<file path="config.mk">
export PLATFORM = sky130hd
export DESIGN_NAME = image_loader
export DESIGN_NICKNAME = d
export VERILOG_FILES = /design/src/rtl/image_pkg.sv /design/src/rtl/image_loader.sv
export SDC_FILE = /design/constraint.sdc
export NUM_CORES = 1
export LEC_CHECK = 0
export ABC_AREA = 1
export CORE_UTILIZATION = 50
export CTS_CLUSTER_SIZE = 20
export DETAILED_ROUTE_END_ITERATION = 6
export PLACE_DENSITY = 0.75
export SETUP_SLACK_MARGIN = 0.4
export SYNTH_ARGS = -nofsm -noshare
export SYNTH_HDL_FRONTEND = slang
export SYNTH_SLANG_ARGS = --single-unit
</file>
<file path="constraint.sdc">
create_clock -name clk -period 2 [get_ports clk]
set_input_delay 0.4 -clock clk [delete_from_list [all_inputs] [get_ports clk]]
set_output_delay 0.4 -clock clk [all_outputs]
set_load 0.05 [all_outputs]
</file>
<file path="src/rtl/image_pkg.sv">
// Shared types and constants for the frame-buffer image loader.
package image_pkg;

  typedef enum logic [2:0] {
    IDLE,
    WAIT_SYNC,
    LOAD_HI,
    LOAD_LO
  } loader_state_t;

  // Bits per pixel stored in the frame buffer
  localparam int PIX_W = 4;

  // Default frame-start marker sent by the host ahead of the payload
  localparam logic [7:0] DEF_SYNC_BYTE = 8'hA5;

endpackage

</file>
<file path="src/rtl/image_loader.sv">
// Image loader: takes a host byte stream (sync byte + packed pixel pairs) and
// turns each payload byte into two sequential frame-buffer RAM writes.
module image_loader
  import image_pkg::*;
#(
  parameter int         IMG_W     = 640,
  parameter int         IMG_H     = 480,
  parameter logic [7:0] SYNC_BYTE = DEF_SYNC_BYTE,
  localparam int        ADDR_W    = $clog2(IMG_W * IMG_H)
) (
  input  logic              clk,
  input  logic              rst_n,
  input  logic              start,
  input  logic              abort,
  input  logic [7:0]        s_data,
  input  logic              s_valid,
  output logic              s_ready,
  output logic              wr_en,
  output logic [ADDR_W-1:0] wr_addr,
  output logic [PIX_W-1:0]  wr_data,
  output logic              busy,
  output logic              done,
  output logic              sync_err
);

  localparam int                NPIX      = IMG_W * IMG_H;
  localparam logic [ADDR_W-1:0] LAST_ADDR = ADDR_W'(NPIX - 1);

  // Two pixels per byte: an odd pixel count cannot be streamed
  if ((NPIX % 2) != 0) begin : g_odd_pixel_count
    $error("image_loader: IMG_W*IMG_H must be even");
  end

  loader_state_t     state, state_n;
  logic [ADDR_W-1:0] ptr, ptr_n;
  logic [PIX_W-1:0]  lo_hold, lo_hold_n;
  logic              wr_en_n, done_n, sync_err_n;
  logic [ADDR_W-1:0] wr_addr_n;
  logic [PIX_W-1:0]  wr_data_n;
  logic              xfer;

  // Ready is a pure decode of state so the host never sees a valid->ready loop
  assign s_ready = (state == WAIT_SYNC) || (state == LOAD_HI);
  assign busy    = (state != IDLE);
  assign xfer    = s_valid & s_ready;

  // State register
  always_ff @(posedge clk or negedge rst_n) begin
    if (!rst_n) state <= IDLE;
    else        state <= state_n;
  end

  // Next-state decode; abort overrides every other transition
  always_comb begin
    state_n = state;
    if (abort) begin
      state_n = IDLE;
    end else begin
      case (state)
        IDLE:      if (start) state_n = WAIT_SYNC;
        WAIT_SYNC: if (xfer && (s_data == SYNC_BYTE)) state_n = LOAD_HI;
        LOAD_HI:   if (xfer) state_n = LOAD_LO;
        LOAD_LO:   state_n = (ptr == LAST_ADDR) ? IDLE : LOAD_HI;
        default:   state_n = IDLE;
      endcase
    end
  end

  // Next values for the write port, pixel pointer and held low nibble
  always_comb begin
    wr_en_n    = 1'b0;
    done_n     = 1'b0;
    sync_err_n = 1'b0;
    wr_addr_n  = wr_addr;
    wr_data_n  = wr_data;
    ptr_n      = ptr;
    lo_hold_n  = lo_hold;
    if (abort) begin
      ptr_n = '0;
    end else begin
      case (state)
        IDLE: begin
          if (start) ptr_n = '0;
        end
        WAIT_SYNC: begin
          if (xfer && (s_data != SYNC_BYTE)) sync_err_n = 1'b1;
        end
        LOAD_HI: begin
          if (xfer) begin
            wr_en_n   = 1'b1;
            wr_addr_n = ptr;
            wr_data_n = s_data[7:4];
            lo_hold_n = s_data[3:0];
            ptr_n     = ptr + ADDR_W'(1);
          end
        end
        LOAD_LO: begin
          wr_en_n   = 1'b1;
          wr_addr_n = ptr;
          wr_data_n = lo_hold;
          if (ptr == LAST_ADDR) begin
            done_n = 1'b1;
            ptr_n  = '0;
          end else begin
            ptr_n = ptr + ADDR_W'(1);
          end
        end
        default: ;
      endcase
    end
  end

  // Registered write port, status pulses and pixel pointer
  always_ff @(posedge clk or negedge rst_n) begin
    if (!rst_n) begin
      wr_en    <= 1'b0;
      wr_addr  <= '0;
      wr_data  <= '0;
      done     <= 1'b0;
      sync_err <= 1'b0;
      ptr      <= '0;
    end else begin
      wr_en    <= wr_en_n;
      wr_addr  <= wr_addr_n;
      wr_data  <= wr_data_n;
      done     <= done_n;
      sync_err <= sync_err_n;
      ptr      <= ptr_n;
    end
  end

  // Low-nibble holding register; pure data, only meaningful after a LOAD_HI transfer
  always_ff @(posedge clk) begin
    lo_hold <= lo_hold_n;
  end

endmodule
</file>
## Yosys cells after proc, flatten, opt, wreduce, memory -nomap -nowiden

Cells that the tools add are included.

| word-level totals | value |
|---|---|
| register bits after elaboration | 52 |
| latch bits | 0 |
| RAM bits | 0 |
| memory bits (read-only) | 0 |
| memories | 0 |

| cells by class | value |
|---|---|
| add/sub/neg operators | 1 |
| multipliers | 0 |
| divide/modulo/power cells | 0 |
| magnitude comparators | 0 |
| equality and inequality tests | 10 |
| shift-type cells | 0 |
| mux-type cells | 24 |
| bitwise logic cells | 2 |
| reductions and logical operators | 11 |

Operators by type and width:

| cell | count |
|---|---|
| 19-bit two-way mux | 5 |
| 19-bit case mux with 3 select lines | 1 |
| 19-bit case mux with 2 select lines | 1 |
| 19-bit by 1-bit adder with 19-bit output, second input constant | 1 |
| 19-bit equality test, second input constant | 1 |
| 3-bit two-way mux | 4 |
| 3-bit case mux with 4 select lines | 1 |
| 3-bit AND reduction | 4 |
| 8-bit equality test, second input constant | 1 |
| 1-bit two-way mux | 8 |
| 8-bit inequality test, second input constant | 1 |
| 4-bit case mux with 2 select lines | 1 |
| 3-bit by 2-bit equality test with 1-bit output, second input constant | 2 |
| 3-bit inequality test, second input constant | 2 |
| 4-bit two-way mux | 1 |
| 4-bit nonzero test | 1 |
| 3-bit by 1-bit equality test with 1-bit output, second input constant | 1 |
| 3-bit zero test | 1 |
| 3-bit by 2-bit inequality test with 1-bit output, second input constant | 1 |
| 3-bit nonzero test | 1 |
| 1-bit logical AND | 2 |
| 2-bit two-way mux | 1 |
| 2-bit inequality test, second input constant | 1 |
| 1-bit case mux with 2 select lines | 1 |
| other kinds (4) | 4 |

## Logic depth before layout (Yosys ltp)

| logic depth | value |
|---|---|
| depth in word-level cells | 7 |
| gate-level depth with buffers | 11 |
| mapped depth without buffers | 10 |

## Worst setup path before layout

OpenSTA, ideal clock, no wires.

| timing | value |
|---|---|
| kind | register to register |
| start point | register state[0] |
| end point | register ptr[8] |
| arrival time | 1,968 ps |
| slack | -88 ps |
| cell stages (with the launch flop) | 10 |
| buffers on the path | 1 |
| cell sequence | dfrtp_1 -> inv_1 -> ha_1 -> nand2_1 -> nand3_1 -> nand3_4 -> buf_6 -> nor2_1 -> xor2_1 -> nor2_2 |

| between the ends | value |
|---|---|
| cells in the longest elaborated chain, start to end | 5 |
| elaborated cells between the ends (all ways) | 12 |

Ends and longest elaborated chain:

| item | RTL line | text |
|---|---|---|
| start: declaration | image_loader.sv:34 | `loader_state_t state, state_n;` |
| start signal: assignment | image_loader.sv:50 | `else state <= state_n;` |
| 3-bit by 1-bit equality test with 1-bit output or 3-bit by 2-bit equality test with 1-bit output (tied branches) | image_loader.sv:43 | `assign s_ready = (state == WAIT_SYNC) \|\| (state == LOAD_HI);` |
| 1-bit logical OR (*) | image_loader.sv:43 |  |
| named net s_ready | image_loader.sv:17 | `output logic s_ready,` |
| 1-bit AND (*) | image_loader.sv:45 | `assign xfer = s_valid & s_ready;` |
| 3-bit inequality test (no source line) (*) | - |  |
| 3-bit AND reduction (no source line) (*) | - |  |
| end signal: assignment | image_loader.sv:128 | `ptr <= ptr_n;` |
| end: declaration | image_loader.sv:35 | `logic [ADDR_W-1:0] ptr, ptr_n;` |

Mark *: on every way through the listed nets, which the timed path passes. The rest lies on a longest branch.
A chain may end at the register's enable or synchronous reset.

## Worst setup path after layout

| timing | value |
|---|---|
| start point | register state[0] |
| end point | output port s_ready |

| between the ends | value |
|---|---|
| cells in the longest elaborated chain, start to end | 2 |
| elaborated cells between the ends (all ways) | 3 |

Ends and longest elaborated chain:

| item | RTL line |
|---|---|
| 3-bit by 1-bit equality test with 1-bit output or 3-bit by 2-bit equality test with 1-bit output (tied branches) | image_loader.sv:43 |
| 1-bit logical OR (*) | image_loader.sv:43 |
| end: declaration | image_loader.sv:17 |

Every way passes the cells marked *; elsewhere a longest branch is shown, timed or not.

==> flow_metrics.env <==
export IMPL_ys_seq_area_share_pct=49.0
export IMPL_dr_pass1_iters=4
export IMPL_layout_drive_gt1_share_pct=33.1
export IMPL_synthSimpleGateAreaFrac_pct=27.8
export IMPL_grt_max_degree=27
export IMPL_die_area_um2=5590
export IMPL_hold_ws_ns=0.0439
export IMPL_nFillCells=435
export IMPL_drt_initial_drc_count=228
export IMPL_area_growth_pct=32.7
export IMPL_dieWidth_um=74.8
export IMPL_critPathCaptureType="output port"
export IMPL_use_met3_pct=5.09
export IMPL_initial_utilization_pct=51.8
export IMPL_async_flop_share_pct=92.2
export IMPL_multi_input_area_um2=1340
export IMPL_num_rows=26
export IMPL_synth_compound_area_share_pct=6.29
export IMPL_worstPathRequired_ns=1.60
export IMPL_finalClockSkew_ns=0.00763
export IMPL_grt_antenna_before_repair=0
export IMPL_r2r_worst_path_cells=9
export IMPL_clock_sinks=51
export IMPL_layout_area_seq_um2=1300
export IMPL_portBuffers=40
export IMPL_synth_distinct_cells=31
export IMPL_leakagePower_nw=1.50
export IMPL_numCtsBuffers=5
export IMPL_hpwl_um=4310
export IMPL_ctsHoldBuffers=0
export IMPL_use_met1_pct=30.1
export IMPL_max_freq_mhz=573
export IMPL_finalHoldViolations=0
export IMPL_relSlewSlack_pct=65.6
export IMPL_ctsRootBufferMaster="clkbuf_8"
export IMPL_top_usage_layer="met2"
export IMPL_cts_buffer_depth=2
export IMPL_status="complete, no violations"
export IMPL_slew_violations=0
export IMPL_reg2reg_slack_ns=0.26
export IMPL_drv_cap=0
export IMPL_min_path_type="input pin to asynchronous set/reset pin"
export IMPL_syn_num_nets=319
export IMPL_reg2reg_from="state[0]"
export IMPL_finish_net_count=379
export IMPL_io_pins=41
export IMPL_cts_max_level=2
export IMPL_cp_max_fo=3
export IMPL_rsz0062_at_grt="yes"
export IMPL_crit_type="flip-flop to output port"
export IMPL_die_h_um=74.8
export IMPL_final_setup_viol_count=0
export IMPL_core_area_um2=5110
export IMPL_ant_nets=0
export IMPL_period_needed_ns=1.75
export IMPL_synth_area_per_cell_um2=8.80
export IMPL_yosys_area_share_adder_pct=2.36
export IMPL_period_share_pct=87.3
export IMPL_met2_usage_pct=39.0
export IMPL_muxShareOfSynthArea_pct=2.55
export IMPL_clkLatencyLatePin_ns=0.31
export IMPL_power_density_nw_per_um2=1280
export IMPL_place_ws_ns=0.0225
export IMPL_syn_inst=301
export IMPL_drc=0
export IMPL_arrival_ns=1.35
export IMPL_vias=2261
export IMPL_r2r_end="ptr[10]"
export IMPL_setup_slack_ns=0.255
export IMPL_clk_pin_slew_ns=0.09
export IMPL_ys_ff_latch=51
export IMPL_syn_area_um2=2650
export IMPL_synth_edf_count=4
export IMPL_synth_warning_count=0
export IMPL_gp_congestion=0.904
export IMPL_cts_tree="yes"
export IMPL_fin_tns_setup_ns=0
export IMPL_grt_usage_pct=23.5
export IMPL_synth_top_family_by_area="simple AND/OR/NAND/NOR gates"
export IMPL_crit_path_start_kind="flip-flop"
export IMPL_grt_pass1_vias=2139
export IMPL_antenna_cells=0
export IMPL_wl_um=6190
export IMPL_worst_pin_slew_ns=0.519
export IMPL_grt_overflow=0
export IMPL_irDropWorstVdd_v=0.00101
export IMPL_synth_xor_area_share_pct=3.97
export IMPL_via_per_inst=5.23
export IMPL_synthFlopType="dfrtp_1"
export IMPL_report_power_total_mw=4.49
export IMPL_grt_pass1_wl_um=9810
export IMPL_wire_per_inst_um=14.3
## layout by cell type (no fill, tap or decap), types with 5 or more instances in the layout
cell             count
inv_2                7
nand3_1             11
clkbuf_2            14
nand2_4              5
nor2_1              41
a21oi_1             13
clkdlybuf4s50_1     11
inv_1               24
clkbuf_8             5
buf_6                7
nor2_2              14
nor2_4               9
nand4_1              6
mux2_2               6
nand3_2              7
xor2_1               8
clkdlybuf4s15_1     10
dfrtp_1             46
buf_4               15
o21ai_2              5
nand2_1             47
## synth_stat cells (5+ instances only)
cell      n  area (um^2)
a21oi_1  14         70.1
buf_2     5         25.0
dfrtp_1  47         1180
ha_1      5         62.6
inv_1    28          105
mux2_2    6         67.6
nand2_1  52          195
nand3_1  16         80.1
nand4_1   6         37.5
nor2_1   45          169
nor2_2   16          100
nor3_1    5         25.0
o21ai_0   5         25.0
o21ai_1   5         25.0
xor2_1    9         78.8
## routing by layer
metal / wire length (um) / up-vias / part of all wire, %
met5: 0 / - / 0
met4: 124 / 0 / 2.0
met3: 419 / 14 / 6.8
met2: 3100 / 92 / 50
met1: 2540 / 1074 / 41
li1: - / 1081 / -
## registers in the layout, summed over array words and instances, names as in the netlist
| signal | count |
|---|---|
| lo_hold | 4 |
| wr_en | 1 |
| done | 1 |
| ptr | 19 |
| sync_err | 1 |
| wr_addr | 19 |
| wr_data | 4 |
| state | 2 |
## worst max path at each step
| stage | to | from | depth (start not counted) | slack (ns) |
|---|---|---|---|---|
| after CTS | ptr[8] | state[0] | 9 | 0.30 |
| after floorplan | ptr[8] | state[0] | 9 | 0.38 |
| final | s_ready | state[0] | 4 | 0.25 |
| after global routing | ptr[14] | state[0] | 9 | 0.17 |
| after detailed placement | wr_addr[5] | abort | 5 | 0.02 |
| after global placement | wr_addr[5] | abort | 5 | 0.04 |
## per-stage QoR
stage                     cell area [um^2]  cells  utilization [%]
final                                 3510    432             68.8
after global routing                  3510    432             68.8
after floorplan                       2700    301                -
after global placement                3190    411             62.5
after detailed placement              3190    411             62.5
after CTS                             3400    427             66.6
## kinds of logic (layout without fill, tap and decap cells)
family / Yosys count / in the layout
buf+inv: 44 / 105
compound gates: 29 / 29
fa+ha+maj: 5 / 5
mux: 6 / 6
xor+xnor: 12 / 12
simple gates: 154 / 154
flops: 51 / 51
## critical path: stages (launching register included)
cell     delay [ns]
dfrtp_1        0.43
inv_2          0.13
ha_4           0.23
buf_6          0.12
buf_12         0.13
## power breakdown
part	internal (mW)	leakage, nW	switching [mW]
clock network	0.367	0.0556	0.339
logic	0.779	0.796	1.62
registers	1.26	0.647	0.125
total	2.41	1.50	2.08
## cell type report
class	count	share of cell area [%]
timing repair buffer	62	15.2
sequential	51	36.9
multi-input combinational	206	38.0
clock inverter	3	1.10
timing repair inverter	1	0.249
inverter	34	4.06
clock buffer	5	1.96
tap	70	2.49
## timing repair
item                                    CTS  global route
pin swaps                                 9            20
endpoints found under the setup margin   66            75
setup buffers                             7             5
cloned                                    1             0
resized for setup                        50            62
Power figures use the tool's default switching activity.
